## config.mk

```make
export PLATFORM = sky130hd
export DESIGN_NAME = mem_ser
export DESIGN_NICKNAME = d
export VERILOG_FILES = /design/src/rtl/mem_ser_pkg.sv /design/src/rtl/mem_ser_bytes.sv /design/src/rtl/mem_ser.sv
export SDC_FILE = /design/constraint.sdc
export NUM_CORES = 1
export LEC_CHECK = 0
export CORE_AREA = 2 2 115 229
export CTS_CLUSTER_SIZE = 24
export DETAILED_ROUTE_END_ITERATION = 10
export DIE_AREA = 0 0 117 231
export GPL_ROUTABILITY_DRIVEN = 0
export GPL_TIMING_DRIVEN = 0
export PLACE_DENSITY_LB_ADDON = 0.15
export SETUP_SLACK_MARGIN = 0.4
export SYNTH_ARGS = -nofsm -noshare
export SYNTH_HDL_FRONTEND = slang
export SYNTH_SLANG_ARGS = --single-unit
```

## constraint.sdc

```tcl
create_clock -name clk -period 7.7 [get_ports clk]
set_input_delay 1.54 -clock clk [delete_from_list [all_inputs] [get_ports clk]]
set_output_delay 1.54 -clock clk [all_outputs]
set_load 0.05 [all_outputs]
```

## src/rtl/mem_ser_pkg.sv

```systemverilog
// Shared types and helpers for the byte-serialised word memory (mem_ser).
package mem_ser_pkg;

  typedef enum logic [1:0] {
    IDLE  = 2'd0,
    WRITE = 2'd1,
    READ  = 2'd2
  } state_t;

  // Word lane (in bytes, 0 = least significant) that serial byte k maps to.
  // Big-endian puts the most significant byte at the lowest address.
  function automatic int byte_lane(input int k, input int word_bytes, input bit big_endian);
    return big_endian ? (word_bytes - 1 - k) : k;
  endfunction

endpackage

```

## src/rtl/mem_ser_bytes.sv

```systemverilog
// Byte-organised storage for mem_ser: one write port, one registered read port.
// WIDTH is 8, or 9 when the parity option (MEM_SER_PARITY_EN) is built in.
module mem_ser_bytes #(
  parameter int ADDR_W = 4,
  parameter int WIDTH  = 8
) (
  input  logic              clk,
  input  logic              rst,
  input  logic              we,
  input  logic [ADDR_W-1:0] waddr,
  input  logic [WIDTH-1:0]  wdata,
  input  logic              re,
  input  logic [ADDR_W-1:0] raddr,
  output logic [WIDTH-1:0]  q
);

  localparam int DEPTH = 2 ** ADDR_W;

  logic [WIDTH-1:0] mem [DEPTH];

  // Storage write; a write edge that coincides with reset is suppressed.
  // NOTE: the array has no reset branch so it maps onto RAM and keeps its contents across rst.
  always_ff @(posedge clk) begin
    if (we && rst) begin
      mem[waddr] <= wdata;
    end
  end

  // Registered read port; holds its last value when no read is requested.
  // NOTE: sequential state uses non-blocking assignments so every flop samples pre-edge values.
  always_ff @(posedge clk) begin
    if (!rst) begin
      q <= '0;
    end else if (re) begin
      q <= mem[raddr];
    end
  end

endmodule

```

## src/rtl/mem_ser.sv

```systemverilog
// mem_ser: writes a full word into byte storage one byte per cycle and reads it
// back serially while reassembling the word. Optional even-parity protection of
// each stored byte is enabled by defining MEM_SER_PARITY_EN.
module mem_ser
  import mem_ser_pkg::*;
#(
  parameter int ADDR_W     = 4,
  parameter int WORD_BYTES = 4,
  parameter int BIG_ENDIAN = 1
) (
  input  logic                    clk,
  input  logic                    rst,
  input  logic                    wr,
  input  logic                    rd,
  input  logic [ADDR_W-1:0]       addr,
  input  logic [8*WORD_BYTES-1:0] datain,
  output logic [7:0]              dataout,
  output logic                    dout_valid,
  output logic [8*WORD_BYTES-1:0] rdata,
  output logic                    rdata_valid,
  output logic                    busy,
  output logic                    par_err
);

  localparam int K_W = (WORD_BYTES > 1) ? $clog2(WORD_BYTES) : 1;
  localparam bit BE  = (BIG_ENDIAN != 0);
`ifdef MEM_SER_PARITY_EN
  localparam int MEM_W = 9;
`else
  localparam int MEM_W = 8;
`endif

  state_t                  state, state_nxt;
  logic [K_W-1:0]          k;
  logic [K_W-1:0]          rd_lane_q;
  logic [ADDR_W-1:0]       base;
  logic [8*WORD_BYTES-1:0] word_q;
  logic [8*WORD_BYTES-1:0] asm_q;
  logic [8*WORD_BYTES-1:0] rdata_q;
  logic [8*WORD_BYTES-1:0] rdata_full;
  logic                    last;
  logic [ADDR_W-1:0]       mem_addr;
  logic [7:0]              wr_byte;
  logic [MEM_W-1:0]        mem_wdata;
  logic [MEM_W-1:0]        mem_q;

  assign last     = (k == K_W'(WORD_BYTES - 1));
  assign mem_addr = base + ADDR_W'(k);
  assign busy     = (state != IDLE);
  assign wr_byte  = word_q[8*byte_lane(int'(k), WORD_BYTES, BE) +: 8];
  assign dataout  = mem_q[7:0];

`ifdef MEM_SER_PARITY_EN
  // Stored bit 8 makes each 9-bit entry even parity; any odd result is an error.
  assign mem_wdata = {^wr_byte, wr_byte};
  assign par_err   = dout_valid & (^mem_q);
`else
  assign mem_wdata = wr_byte;
  assign par_err   = 1'b0;
`endif

  // Next-state logic: write wins over read; requests outside IDLE are dropped.
  // NOTE: the default is assigned first so every path drives state_nxt and no latch is inferred.
  always_comb begin
    state_nxt = state;
    case (state)
      IDLE:    if (wr) state_nxt = WRITE;
               else if (rd) state_nxt = READ;
      WRITE,
      READ:    if (last) state_nxt = IDLE;
      default: state_nxt = IDLE;
    endcase
  end

  // State register, byte counter and read-side strobes.
  always_ff @(posedge clk) begin
    if (!rst) begin
      state       <= IDLE;
      k           <= '0;
      rd_lane_q   <= '0;
      dout_valid  <= 1'b0;
      rdata_valid <= 1'b0;
    end else begin
      state       <= state_nxt;
      dout_valid  <= (state == READ);
      rdata_valid <= (state == READ) && last;
      rd_lane_q   <= K_W'(byte_lane(int'(k), WORD_BYTES, BE));
      if (state == IDLE) begin
        k <= '0;
      end else if (!last) begin
        k <= k + K_W'(1);
      end
    end
  end

  // Request capture: start address for both directions, word only for writes.
  always_ff @(posedge clk) begin
    if (!rst) begin
      base   <= '0;
      word_q <= '0;
    end else if (state == IDLE) begin
      if (wr || rd) base <= addr;
      if (wr) word_q <= datain;
    end
  end

  // Current word: earlier bytes of this read with the byte now on dataout overlaid.
  always_comb begin
    rdata_full = asm_q;
    rdata_full[8*int'(rd_lane_q) +: 8] = dataout;
  end

  // Word assembly; the completed word is held until the next read finishes.
  always_ff @(posedge clk) begin
    if (!rst) begin
      asm_q   <= '0;
      rdata_q <= '0;
    end else begin
      if (dout_valid) asm_q <= rdata_full;
      if (rdata_valid) rdata_q <= rdata_full;
    end
  end

  assign rdata = rdata_valid ? rdata_full : rdata_q;

  mem_ser_bytes #(
    .ADDR_W (ADDR_W),
    .WIDTH  (MEM_W)
  ) u_bytes (
    .clk   (clk),
    .rst   (rst),
    .we    (state == WRITE),
    .waddr (mem_addr),
    .wdata (mem_wdata),
    .re    (state == READ),
    .raddr (mem_addr),
    .q     (mem_q)
  );

endmodule

```

==> impl_metrics.csv, run 1 <==
group,metric,value,unit
placement,numPortBuffers,81,
setup_path,path_cells,"inv_1 -> ha_1 -> nor4bb_1 -> clkbuf_1 -> a21oi_1 -> a21oi_1 -> clkdlybuf4s50_1",
synthesis,synth_edf_count,128,
grt,grt_use_total,0.1794,
outcome,status,"finished clean",
grt,grt_max_degree,17,
timing,fmax,202.2,MHz
pwr,design_power_total,0.003179,W
setup_path,crit_top_cell,"a21oi_1",
synthesis,yosysMostFrequentCell,"edfxtp_1",
synthesis,ys_types,45,
setup_path,cp-startpoint,"rd_lane_q[0]",
setup_path,reg2reg_slack,4.09,ns
layout,fillers,2323,
floorplan,io_pins,84,
layout,regArea,6166,um2
clocking,path_clk_slew,0.07,ns
placement,place_ws,3.287,ns
setup_path,max_stage_delay,0.85,ns
clocking,cts_tree,"yes",
timing,fin_crit,4.946,ns
timing,rsz0062_at_grt,"false",
clocking,max-clock-path-buffers,3,
route,vias_per_cell,5.226,
timing,tightestPinTransition,1.331,ns
timing,finalSetupTns,0,ns
timing,setup_viol,0,
layout,drive_above_1_share,0.08667,
layout,synthToLayoutAreaGrowth,20.18,%
synthesis,synthFlopType,"edfxtp_1",
synthesis,synthCells,803,
setup_path,cp_max_fo,9,
floorplan,rows,83,
synthesis,yosysSeqAreaShare,0.6147,
synthesis,async_flop_share,0,
setup_path,arrival,3.41,ns
timing,clock-skew-final,0.007442,ns
clocking,clk_latency,0.51,ns
synthesis,netlist_area,10030,um2
timing,relSlewSlack,0.1056,
clocking,cts_root_buf,"clkbuf_16",
setup_path,critPathKind,"register to output port",
layout,post-route-cell-area,12060,um2
route,drc,0,
synthesis,yosys_warnings,0,
layout,utilization,0.4738,
placement,dp_hpwl,16.52,mm
route,vias,6600,
clocking,cts_buffers,22,
hold_path,min_path_type,"register to register",
synthesis,synth.ff_latch_count,244,
setup_path,r2r_start,"k[0]",
synthesis,synth_common_cells,"edfxtp_1, dfxtp_1, a21oi_1",
route,antenna_left,0,
route,first_pass_iters,4,
floorplan,start_util,0.3942,
timing,slew_violations,0,
floorplan,die_h,231,um
synthesis,synthTopCellsByArea,"edfxtp_1, dfxtp_1, mux2i_1, a21oi_1, mux4_2",
route,drt_iter0_drc,497,
setup_path,cpMaxStageDelayCell,"clkdlybuf4s50_1",
pwr,vdd_drop_max,211.2,uV
route,drt-total-wl,23.91,mm
pwr,power.leakage,4.077,nW
flow_run,drv_cap,0,
floorplan,die-area,27030,um2
floorplan,fp.coreArea,25440,um2
floorplan,die_x,117,um
setup_path,worstPathRequired,6.16,ns
layout,nNetsFinal,961,
synthesis,syn_nets,855,
grt,gr-total-overflow,0,
clocking,postCtsSetupBuffers,0,
synthesis,yosys.area.top_type,"edfxtp_1",
clocking,cts_htree_levels,1,
layout,num_antenna_cells,0,
setup_path,cp-end-kind,"output port",
grt,grt_pass1_vias,6603,
grt,grt_pass1_wl,36.83,mm
timing,final_hold_viol_count,0,
route,wl_per_cell,18.93,um
clocking,cts.repair.resized,0,
layout,multi_input_comb_area,3586,um2
synthesis,syn_area_per_cell,12.49,um2
setup_path,endpoint,"rdata[0]",
clocking,cts_hold_buf,0,
pwr,powerDensity,263.7,nW/um2
setup_path,ff2ff_path_depth,6,
synthesis,synth_top_cell_area_share,0.3832,
clocking,numClockSinks,244,
placement,place_area,11310,um2
timing,period_share,0.6424,
setup_path,reg2reg_to,"u_bytes.mem[7][2]",
setup_path,start_kind,"register",
timing,fin_ws,2.754,ns
grt,antenna_found_initial,1,
[critical path, delay by kind of cell (launching register included)]
kind            cells  cell delay (ns)
fa+ha+maj           1             0.38
flops               1             0.48
compound gates      2             0.43
simple gates        1             0.29
buf+inv             3             1.31
[worst min-delay path by stage]
stage | depth (start not counted) | to | from | slack (ns)
detailed placement | 2 | word_q[8] | word_q[8] | 0.45
floorplan | 2 | word_q[10] | word_q[10] | 0.43
finish | 2 | word_q[2] | word_q[2] | 0.45
CTS | 2 | word_q[8] | word_q[8] | 0.45
global route | 2 | word_q[14] | word_q[14] | 0.47
global placement | 2 | word_q[30] | word_q[30] | 0.44
[flip-flops by register name, indices dropped and copies added (netlist names)]
name / flops
u_bytes.mem: 128
dout_valid: 1
word_q: 32
base: 4
u_bytes.q: 8
state: 2
k: 2
asm_q: 32
rd_lane_q: 2
rdata_q: 32
rdata_valid: 1
[cell usage in the layout, fill, tap and decap left out, drive strengths merged, types with 6 or more instances in the layout]
cell type / n
edfxtp: 128
dfxtp: 116
a21oi: 85
clkdlybuf4s50: 81
clkbuf: 78
nor2: 77
nand2: 75
a22oi: 46
mux2i: 45
mux4: 32
and2: 27
nor2b: 17
buf: 17
nor3: 16
ha: 11
a211oi: 10
nand3b: 9
inv: 9
a211o: 8
o311ai: 8
clkinv: 6
[kinds of logic after synthesis]
family	count (synthesis)	synth area share
XOR/XNOR	3	0.003369
buffers and inverters	71	0.03280
adder cells (fa/ha/maj)	12	0.01572
AO/OA/AOI/OAI	161	0.1022
flip-flops	244	0.6147
AND/OR/NAND/NOR	234	0.1089
multiplexers	77	0.1220
other	1	0.0003738
[through the flow]
stage / hold WS, ns / cells
6_report: 0.4545 / 1263
5_1_grt: 0.4745 / 1263
4_1_cts: 0.4550 / 1262
3_5_place_dp: 0.4461 / 1224
3_3_place_gp: 0.4391 / 1224
2_1_floorplan: 0.4331 / 803
[power breakdown]
group          switching [W]  internal, W  total (W)
Combinational       0.000376     0.000237   0.000612
Sequential         0.0000267      0.00144    0.00147
Clock               0.000463     0.000636    0.00110
Total               0.000866      0.00231    0.00318
[per-layer routing]
| metal | vias to the layer above | share of wire | GRT usage |
|---|---|---|---|
| met5 | - | 0.00046 | 0 |
| li1 | 3164 | - | - |
| met4 | 2 | 0.025 | 0.05662 |
| met2 | 157 | 0.49 | 0.2948 |
| met1 | 3236 | 0.44 | 0.2438 |
| met3 | 41 | 0.045 | 0.02547 |
[final cells by class]
class | count | share of cell area
repair buffers | 82 | 0.06788
clock buffers | 34 | 0.05895
plain buffers | 60 | 0.02387
clock inverters | 4 | 0.001661
multi-input cells | 488 | 0.2975
inverters | 11 | 0.003425
well taps | 340 | 0.03529
flip-flops and latches | 244 | 0.5115
No activity file was read; power rests on OpenSTA's default activity.
==> run 2, diff against run 1 <==
==> constraint.sdc (replaced) <==
create_clock -name clk -period 4.99 [get_ports clk]
set_input_delay 0.998 -clock clk [delete_from_list [all_inputs] [get_ports clk]]
set_output_delay 0.998 -clock clk [all_outputs]
set_load 0.05 [all_outputs]
==> impl_metrics.csv, run 2 (synthesis results as in run 1) <==
group,metric,value,unit
route,wl_per_cell,18.93,um
setup_path,ff2ff_path_depth,6,
setup_path,cp-startpoint,"rd_lane_q[0]",
setup_path,cp_max_fo,9,
route,first_pass_iters,5,
layout,num_antenna_cells,0,
clocking,cts_buffers,22,
setup_path,cp-end-kind,"output port",
timing,setup_viol,0,
timing,fmax,230.7,MHz
grt,grt_use_total,0.1794,
grt,use_met3,0.02547,
clocking,path_clk_slew,0.07,ns
setup_path,start_kind,"register",
timing,slew_violations,0,
clocking,cts_htree_levels,1,
setup_path,critPathKind,"register to output port",
grt,gr-usage-met1,0.2438,
timing,final_hold_viol_count,0,
clocking,clk_latency,0.51,ns
grt,antenna_found_initial,1,
route,vias_per_cell,5.254,
placement,dp_hpwl,16.52,mm
layout,final_cell_mix,"edfxtp_1, dfxtp_1, a21oi_1",
floorplan,die_x,117,um
placement,numPortBuffers,81,
grt,grt_pass1_vias,6603,
pwr,vdd_drop_max,326.3,uV
timing,relSlewSlack,0.1074,
setup_path,arrival,3.34,ns
route,drt-total-wl,23.91,mm
pwr,powerDensity,406.2,nW/um2
layout,fin_cells,1263,
setup_path,reg2reg_to,"u_bytes.mem[7][2]",
flow_run,drv_cap,0,
floorplan,rows,83,
setup_path,endpoint,"rdata[31]",
floorplan,die_h,231,um
route,drc,0,
layout,drive_above_1_share,0.08667,
route,vias,6636,
setup_path,reg2reg_slack,1.40,ns
timing,rsz0062_at_grt,"false",
grt,use_met2,0.2948,
pwr,power.leakage,4.227,nW
timing,clock-skew-final,0.007568,ns
floorplan,io_pins,84,
timing,period_share,0.8688,
hold_path,min_path_type,"register to register",
floorplan,die-area,27030,um2
layout,largest_register_ffs,128,
timing,fin_worst_hold_slack,0.4546,ns
route,antenna_left,0,
layout,largest_register,"u_bytes.mem",
grt,grt_max_degree,17,
route,drt_iter0_drc,475,
floorplan,start_util,0.3942,
layout,synthToLayoutAreaGrowth,20.38,%
clocking,postCtsSetupBuffers,0,
clocking,max-clock-path-buffers,3,
floorplan,fp.coreArea,25440,um2
grt,busiest_layer,"met2",
outcome,status,"finished clean",
layout,nNetsFinal,961,
clocking,cts_root_buf,"clkbuf_16",
grt,grt_pass1_wl,36.83,mm
setup_path,worstPathRequired,3.99,ns
placement,placed_cells,1224,
grt,gr-total-overflow,0,
setup_path,r2r_start,"k[0]",
timing,fin_crit,4.336,ns
clocking,cts_tree,"yes",
timing,finalSetupTns,0,ns
clocking,numClockSinks,244,
timing,tightestPinTransition,1.329,ns
layout,layout_commonest_cell,"edfxtp_1",
==> run 2: layer usage <==
metal,share of wire,vias up,routed length (um)
met5,0.00046,-,11
met4,0.026,2,622
met3,0.049,43,1169
met2,0.48,166,11590
met1,0.44,3261,10520
li1,-,3164,-
==> run 2: final cells by class <==
type,instances,area (um2)
Buffer,60,287.8
Clock buffer,34,710.7
Clock inverter,4,20.02
Fill cell,2323,13370
Inverter,11,41.29
Multi-Input combinational cell,488,3586
Sequential cell,244,6166
Tap cell,340,425.4
Timing Repair Buffer,82,838.3
==> run 2: stage by stage <==
stage / area (um2) / worst slack, ns / total power [W] / util
finish: 12080 / 0.6545 / 0.004905 / 0.4746
global route: 12080 / 0.4036 / 0.005106 / 0.4746
CTS: 12040 / 0.5578 / 0.004963 / 0.4731
detailed placement: 11310 / 1.106 / 0.003267 / 0.4444
global placement: 11270 / 1.139 / 0.003249 / 0.4428
floorplan: 10030 / 1.675 / 0.002941 / -
==> run 2: what timing repair did <==
item	CTS	global route
hold buffers	0	0
resized for setup	0	8
setup endpoints to repair	0	8
==> run 2: how the worst min path moves through the flow <==
stage | from | endpoint | cells after the start
CTS | word_q[8] | word_q[8] | 2
finish | word_q[2] | word_q[2] | 2
global placement | word_q[30] | word_q[30] | 2
detailed placement | word_q[8] | word_q[8] | 2
global route | word_q[14] | word_q[14] | 2
floorplan | word_q[10] | word_q[10] | 2
==> run 2: power by group <==
| part | leakage [nW] | switching (W) | internal, W |
|---|---|---|---|
| registers | 2.12 | 0.0000411 | 0.00222 |
| logic | 1.74 | 0.000581 | 0.000365 |
| clock network | 0.364 | 0.000714 | 0.000981 |
| total | 4.23 | 0.00134 | 0.00357 |
==> run 2: critical path: stages, from the launching register on <==
cell	delay, ns
dfxtp_1	0.48
inv_1	0.13
ha_1	0.38
nor4bb_1	0.31
clkbuf_1	0.32
a22oi_1	0.12
a21oi_1	0.24
clkdlybuf4s50_1	0.84
==> RTL edit 1: new RTL, config.mk and constraints of run 1 <==
Put a register stage on the outputs `rdata` and `busy`. The values now appear one clock later. The other outputs are not delayed to match.
--- a/src/rtl/mem_ser.sv
+++ b/src/rtl/mem_ser.sv
@@ -48,3 +48,6 @@
   assign mem_addr = base + ADDR_W'(k);
-  assign busy     = (state != IDLE);
+  always_ff @(posedge clk) begin
+    rdata <= rdata_valid ? rdata_full : rdata_q;
+    busy  <= (state != IDLE);
+  end
   assign wr_byte  = word_q[8*byte_lane(int'(k), WORD_BYTES, BE) +: 8];
@@ -123,3 +126,2 @@
 
-  assign rdata = rdata_valid ? rdata_full : rdata_q;
 
Behaviour: not the same (a bounded check fails within 4 cycles, from zero or initial values and one cycle with rst low).
==> RTL edit 1 against run 1 <==
Cell area up 6.5%; total power up 11%; critical path depth down 1; sequential cell count up 33; via count up 4.3%; routed wire length up 3.7%; setup slack better by 1100 ps; synthesized area up 6.3%.
==> RTL edit 1: results (changes against run 1) <==
Synthesis:
- The total number of yosys warnings was 0 (unchanged).
- By area the synthesized netlist is led by sky130_fd_sc_hd__edfxtp_1, sky130_fd_sc_hd__dfxtp_1, sky130_fd_sc_hd__mux4_2.
- The fraction of the yosys area taken by sequential cells is 64.0% (+2.5 points).
- In the synthesized netlist, the cells that appear most often are sky130_fd_sc_hd__dfxtp_1, sky130_fd_sc_hd__edfxtp_1, sky130_fd_sc_hd__a21oi_1.
- The total nets after synthesis is 886 (+3.6%).
- The number of synthesized flops with an enable pin is 128 (unchanged).
- The async set-or-reset flop fraction in the synthesized netlist is 0% (unchanged).
- The number of distinct library cells after synthesis is 44 (-2.2%).
- The top flip-flop cell by instance count after synthesis is sky130_fd_sc_hd__dfxtp_1.

Clocking:
- The maximum level of the CTS H-tree is 1 (unchanged).
- The clock transition at the registers of the reported paths is 70 ps (about the same).
- The root buffer cell chosen for the clock tree is sky130_fd_sc_hd__clkbuf_16.
- The source-to-sink clock delay at the later pin of the worst-skew pair was 530 ps (+20 ps).
- The number of buffers on the longest clock path is 3 (unchanged).
- The total setup buffers inserted after CTS was 0 (unchanged).
- The count of cells resized by post-cts repair is 0 (unchanged).
- The number of buffers inserted during clock tree synthesis came to 25 (+14%).

STA:
- The final clock skew is 19.0 ps (+11.5 ps).
- The measured slew at the worst slew-check pin came to 1250 ps (-85.7 ps).

Route:
- The count of vias placed by the detailed router is 6887 (+4.3%).
- The final routed wirelength across all metal layers is 24.8 mm (+3.7%).
- The number of search-and-repair iterations in the first detailed-routing pass is 5 (+1).
- The DRC marker count from the first detailed-route iteration is 545 (+9.7%).

GRT:
- The fraction of met3 tracks used by global routing is 2.18% (-0.37 points).
- The maximum number of pins on one net before global-route repair is 17 (unchanged).
- The wire length of the first global-routing pass came to 37.9 mm (+3.0%).
- The number of antenna violations at the first check in global routing is 0 (-1).
- The met2 layer usage reported by global route is 30.3% (+0.81 points).
- The global routing usage summed across all routing layers is 18.5% (+0.59 points).
- The via count of the first global-routing pass is 6688 (+1.3%).
- The met1 usage came to 26.0% (+1.7 points).

Worst hold path:
- The path category of the worst min-delay check is reg -> reg.
- The number of instances on the worst hold path is 2 (unchanged).
- The worst hold path terminates at word_q[31].
- The worst hold path begins at word_q[31].

Cells and area:
- The share of layout cells above drive strength 1 came to 11.8% (+3.1 points).
- The antenna diode instance count was 0 (unchanged).
- The register ranked first by flip-flop count is u_bytes.mem.
- The final layout net count came to 1002 (+4.3%).

Power and ir drop:
- The register share of total power is 46.6% (+0.4 points).
- The maximum VDD drop was 0.000179 V (-15%).
- The leakage power is 0.00438 uW (+7.3%).
- The internal cell power is 2570 uW (+11%).

Place:
- The number of buffers inserted by port buffering is 81 (unchanged).
- The detailed-placement wirelength estimate is 17.2 mm (+4.1%).
- The minimum setup slack after placement is 3570 ps (+284 ps).

Worst setup path:
- The depth of the worst register-to-register path came to 6 (unchanged).
- The critical-path maximum fanout is 10 (+1).
- The start of the worst register-to-register path is k[0].
- The worst register-to-register path ends at u_bytes.mem[3][5].
- The setup slack of the worst register-to-register path is 3880 ps (-210 ps).

Outcome:
- The run finished with clean final reports.
[RTL edit 1: layer usage]
metal | vias up | wire, um | part of all wire, %
li1 | 3277 | - | -
met1 | 3400 | 11000 | 44
met2 | 175 | 12200 | 49
met3 | 35 | 1130 | 4.5
met4 | 0 | 474 | 1.9
met5 | - | 0 | 0
[RTL edit 1: cell type report]
class                      count  area (um^2)
inverter                      11         41.3
fill                        2266        12600
timing repair buffer          89          871
tap                          340          425
multi-input combinational    485         3550
clock buffer                  30          654
sequential                   277         6830
buffer                        61          315
clock inverter                15          160
[RTL edit 1: how the worst max path moves through the flow]
stage | from | end | slack, ps | depth (start not counted)
3_5_place_dp | rst | u_bytes.mem[13][4] | 3570 | 3
2_1_floorplan | rst | u_bytes.mem[12][0] | 4320 | 3
6_report | k[0] | u_bytes.mem[3][5] | 3880 | 6
4_1_cts | k[0] | u_bytes.mem[11][3] | 3640 | 6
5_1_grt | k[0] | u_bytes.mem[3][3] | 3620 | 6
3_3_place_gp | rst | u_bytes.mem[14][2] | 3010 | 3
[RTL edit 1: worst max-delay path: stages, from the launching register on]
cell and delay (ps):
sky130_fd_sc_hd__dfxtp_1 340, sky130_fd_sc_hd__ha_1 240, sky130_fd_sc_hd__fa_1 480, sky130_fd_sc_hd__clkbuf_1 550, sky130_fd_sc_hd__buf_4 340, sky130_fd_sc_hd__nand3_1 350, sky130_fd_sc_hd__nor3_1 1120
[RTL edit 1: cells by family after synthesis]
| kind of cell | share of synthesized area (%) |
|---|---|
| AO/OA/AOI/OAI | 9.54 |
| XOR/XNOR | 0.246 |
| adder cells (fa/ha/maj) | 1.48 |
| buffers and inverters | 3.34 |
| flip-flops | 64.0 |
| multiplexers | 11.0 |
| other | 0.0352 |
| AND/OR/NAND/NOR | 10.3 |
[RTL edit 1: metrics by stage]
stage          util [%]  power, uW  cells  area [um^2]  hold WS [ps]
2_1_floorplan         -       2100    834        10700           433
3_3_place_gp       46.8       2300   1255        11900           441
6_report           50.5       3530   1308        12800           454
5_1_grt            50.5       3660   1308        12800           477
3_5_place_dp       47.2       2310   1262        12000           447
4_1_cts            50.4       3560   1307        12800           456
[RTL edit 1: power groups by stage]
stage          clock network [uW]  registers, uW  logic (uW)
2_1_floorplan                   0           1700         399
3_3_place_gp                    0           1670         623
3_5_place_dp                    0           1670         638
4_1_cts                      1270           1640         640
5_1_grt                      1330           1650         683
6_report                     1250           1640         636
==> RTL edit 2: new RTL, flow settings as in run 1 <==
Made on the original files. `ADDR_W` is set to 4 in 2 places; all go to 3.
--- a/src/rtl/mem_ser_bytes.sv
+++ b/src/rtl/mem_ser_bytes.sv
@@ -3,3 +3,3 @@
 module mem_ser_bytes #(
-  parameter int ADDR_W = 4,
+  parameter int ADDR_W = 3,
   parameter int WIDTH  = 8
--- a/src/rtl/mem_ser.sv
+++ b/src/rtl/mem_ser.sv
@@ -6,3 +6,3 @@
 #(
-  parameter int ADDR_W     = 4,
+  parameter int ADDR_W     = 3,
   parameter int WORD_BYTES = 4,
Interface: changed (resized addr); port bits go from 84 to 83. No check against the original RTL was run, so the function may have changed too.
==> RTL edit 2 against run 1 <==
Register-to-register slack worse by 160 ps; setup slack better by 210 ps; synthesized area down 24%; cell area shrank 21%; sequential share of layout area fell by 6.7 points; routed wire length fell by 19%; total power is 21% lower; sequential cell count shrank 65; largest cell class unchanged.
==> RTL edit 2: results (changes against run 1) <==
Place:
- The detailed-placement wirelength estimate is 14.0 mm (-15%).
- The cell area after placement was 8880 um^2 (-21%).
- The minimum setup slack after placement came to 3380 ps (+93.0 ps).

STA:
- The final-layout worst hold slack is 449 ps (-5.46 ps).
- The minimum setup slack in the final design is 2970 ps (+214 ps).
- The measured slew at the worst slew-check pin is 1280 ps (-51.8 ps).
- The final clock skew was 10.9 ps (+3.46 ps).

GRT:
- The number of antenna violations at the first check in global routing is 0 (-1).
- The fraction of met3 tracks used by global routing is 3.10% (+0.55 points).
- The via count of the first global-routing pass is 5498 (-17%).
- The met2 layer usage reported by global route was 24.0% (-5.5 points).
- The global routing usage summed across all routing layers is 14.9% (-3.0 points).
- The wire length of the first global-routing pass is 30.5 mm (-17%).
- The met1 usage was 19.9% (-4.5 points).

Cells and area:
- The final cell count without fillers is 1182 (-6.4%).
- The share of layout cells above drive strength 1 is 11.8% (+3.1 points).
- The total of fill cells in the finished design was 2571 (+11%).

Route:
- Routed signal wires occupy layers up through met4.
- The post-detailed-route via-to-cell ratio was 4.64 (-11%).
- The detailed-routing wirelength on met1 is 9.08 mm (-14%).

Worst setup path:
- The critical-path maximum fanout came to 10 (+1).
- The depth of the worst register-to-register path is 7 (+1).
- The peak per-stage delay on the critical path is 810 ps (-40 ps).
- The start of the worst register-to-register path is k[1].

Synthesis:
- The number of distinct library cells after synthesis is 44 (-2.2%).
- The number of synthesized flops with an enable pin was 64 (-50%).
- The fraction of the yosys area taken by sequential cells is 55.3% (-6.2 points).
- The adder and majority gate portion of the synthesized area came to 1.90% (+0.33 points).
- By area, the combinational part of the netlist is dominated by simple AND/OR/NAND/NOR gates.
- After synthesis, the cell types taking the most area are sky130_fd_sc_hd__dfxtp_1, sky130_fd_sc_hd__edfxtp_1, sky130_fd_sc_hd__a21oi_1.
- The post-synthesis mux area share is 7.40% (-4.8 points).

Worst hold path:
- The worst hold path terminates at asm_q[17].
- The startpoint identified for the worst hold timing path is asm_q[17].

Power and ir drop:
- The switching share of power came to 29.1% (+1.8 points).
- The maximum VDD drop came to 0.000115 V (-45%).
- The leakage power came to 0.00325 uW (-20%).

Outcome:
- The flow ran to the end, and the final reports show no timing, DRC or antenna violations.

Clocking:
- The number of buffers on the longest clock path is 2 (-1).
- The number of buffers inserted during clock tree synthesis is 17 (-23%).
RTL edit 2: cell type report:
| type | count | area (um^2) | area share, % |
|---|---|---|---|
| Sequential cell | 179 | 4220 | 44.4 |
| Multi-Input combinational cell | 481 | 3100 | 32.6 |
| Timing Repair Buffer | 81 | 811 | 8.53 |
| Clock buffer | 17 | 425 | 4.47 |
| Tap cell | 340 | 425 | 4.47 |
| Buffer | 58 | 278 | 2.92 |
| Clock inverter | 15 | 204 | 2.14 |
| Inverter | 11 | 41.3 | 0.434 |
RTL edit 2: power by group through the flow:
| stage | combinational [uW] | clock [uW] | sequential, uW |
|---|---|---|---|
| global route | 562 | 986 | 1070 |
| detailed placement | 520 | 0 | 1090 |
| floorplan | 323 | 0 | 1110 |
| global placement | 515 | 0 | 1090 |
| finish | 511 | 927 | 1070 |
| CTS | 521 | 951 | 1070 |
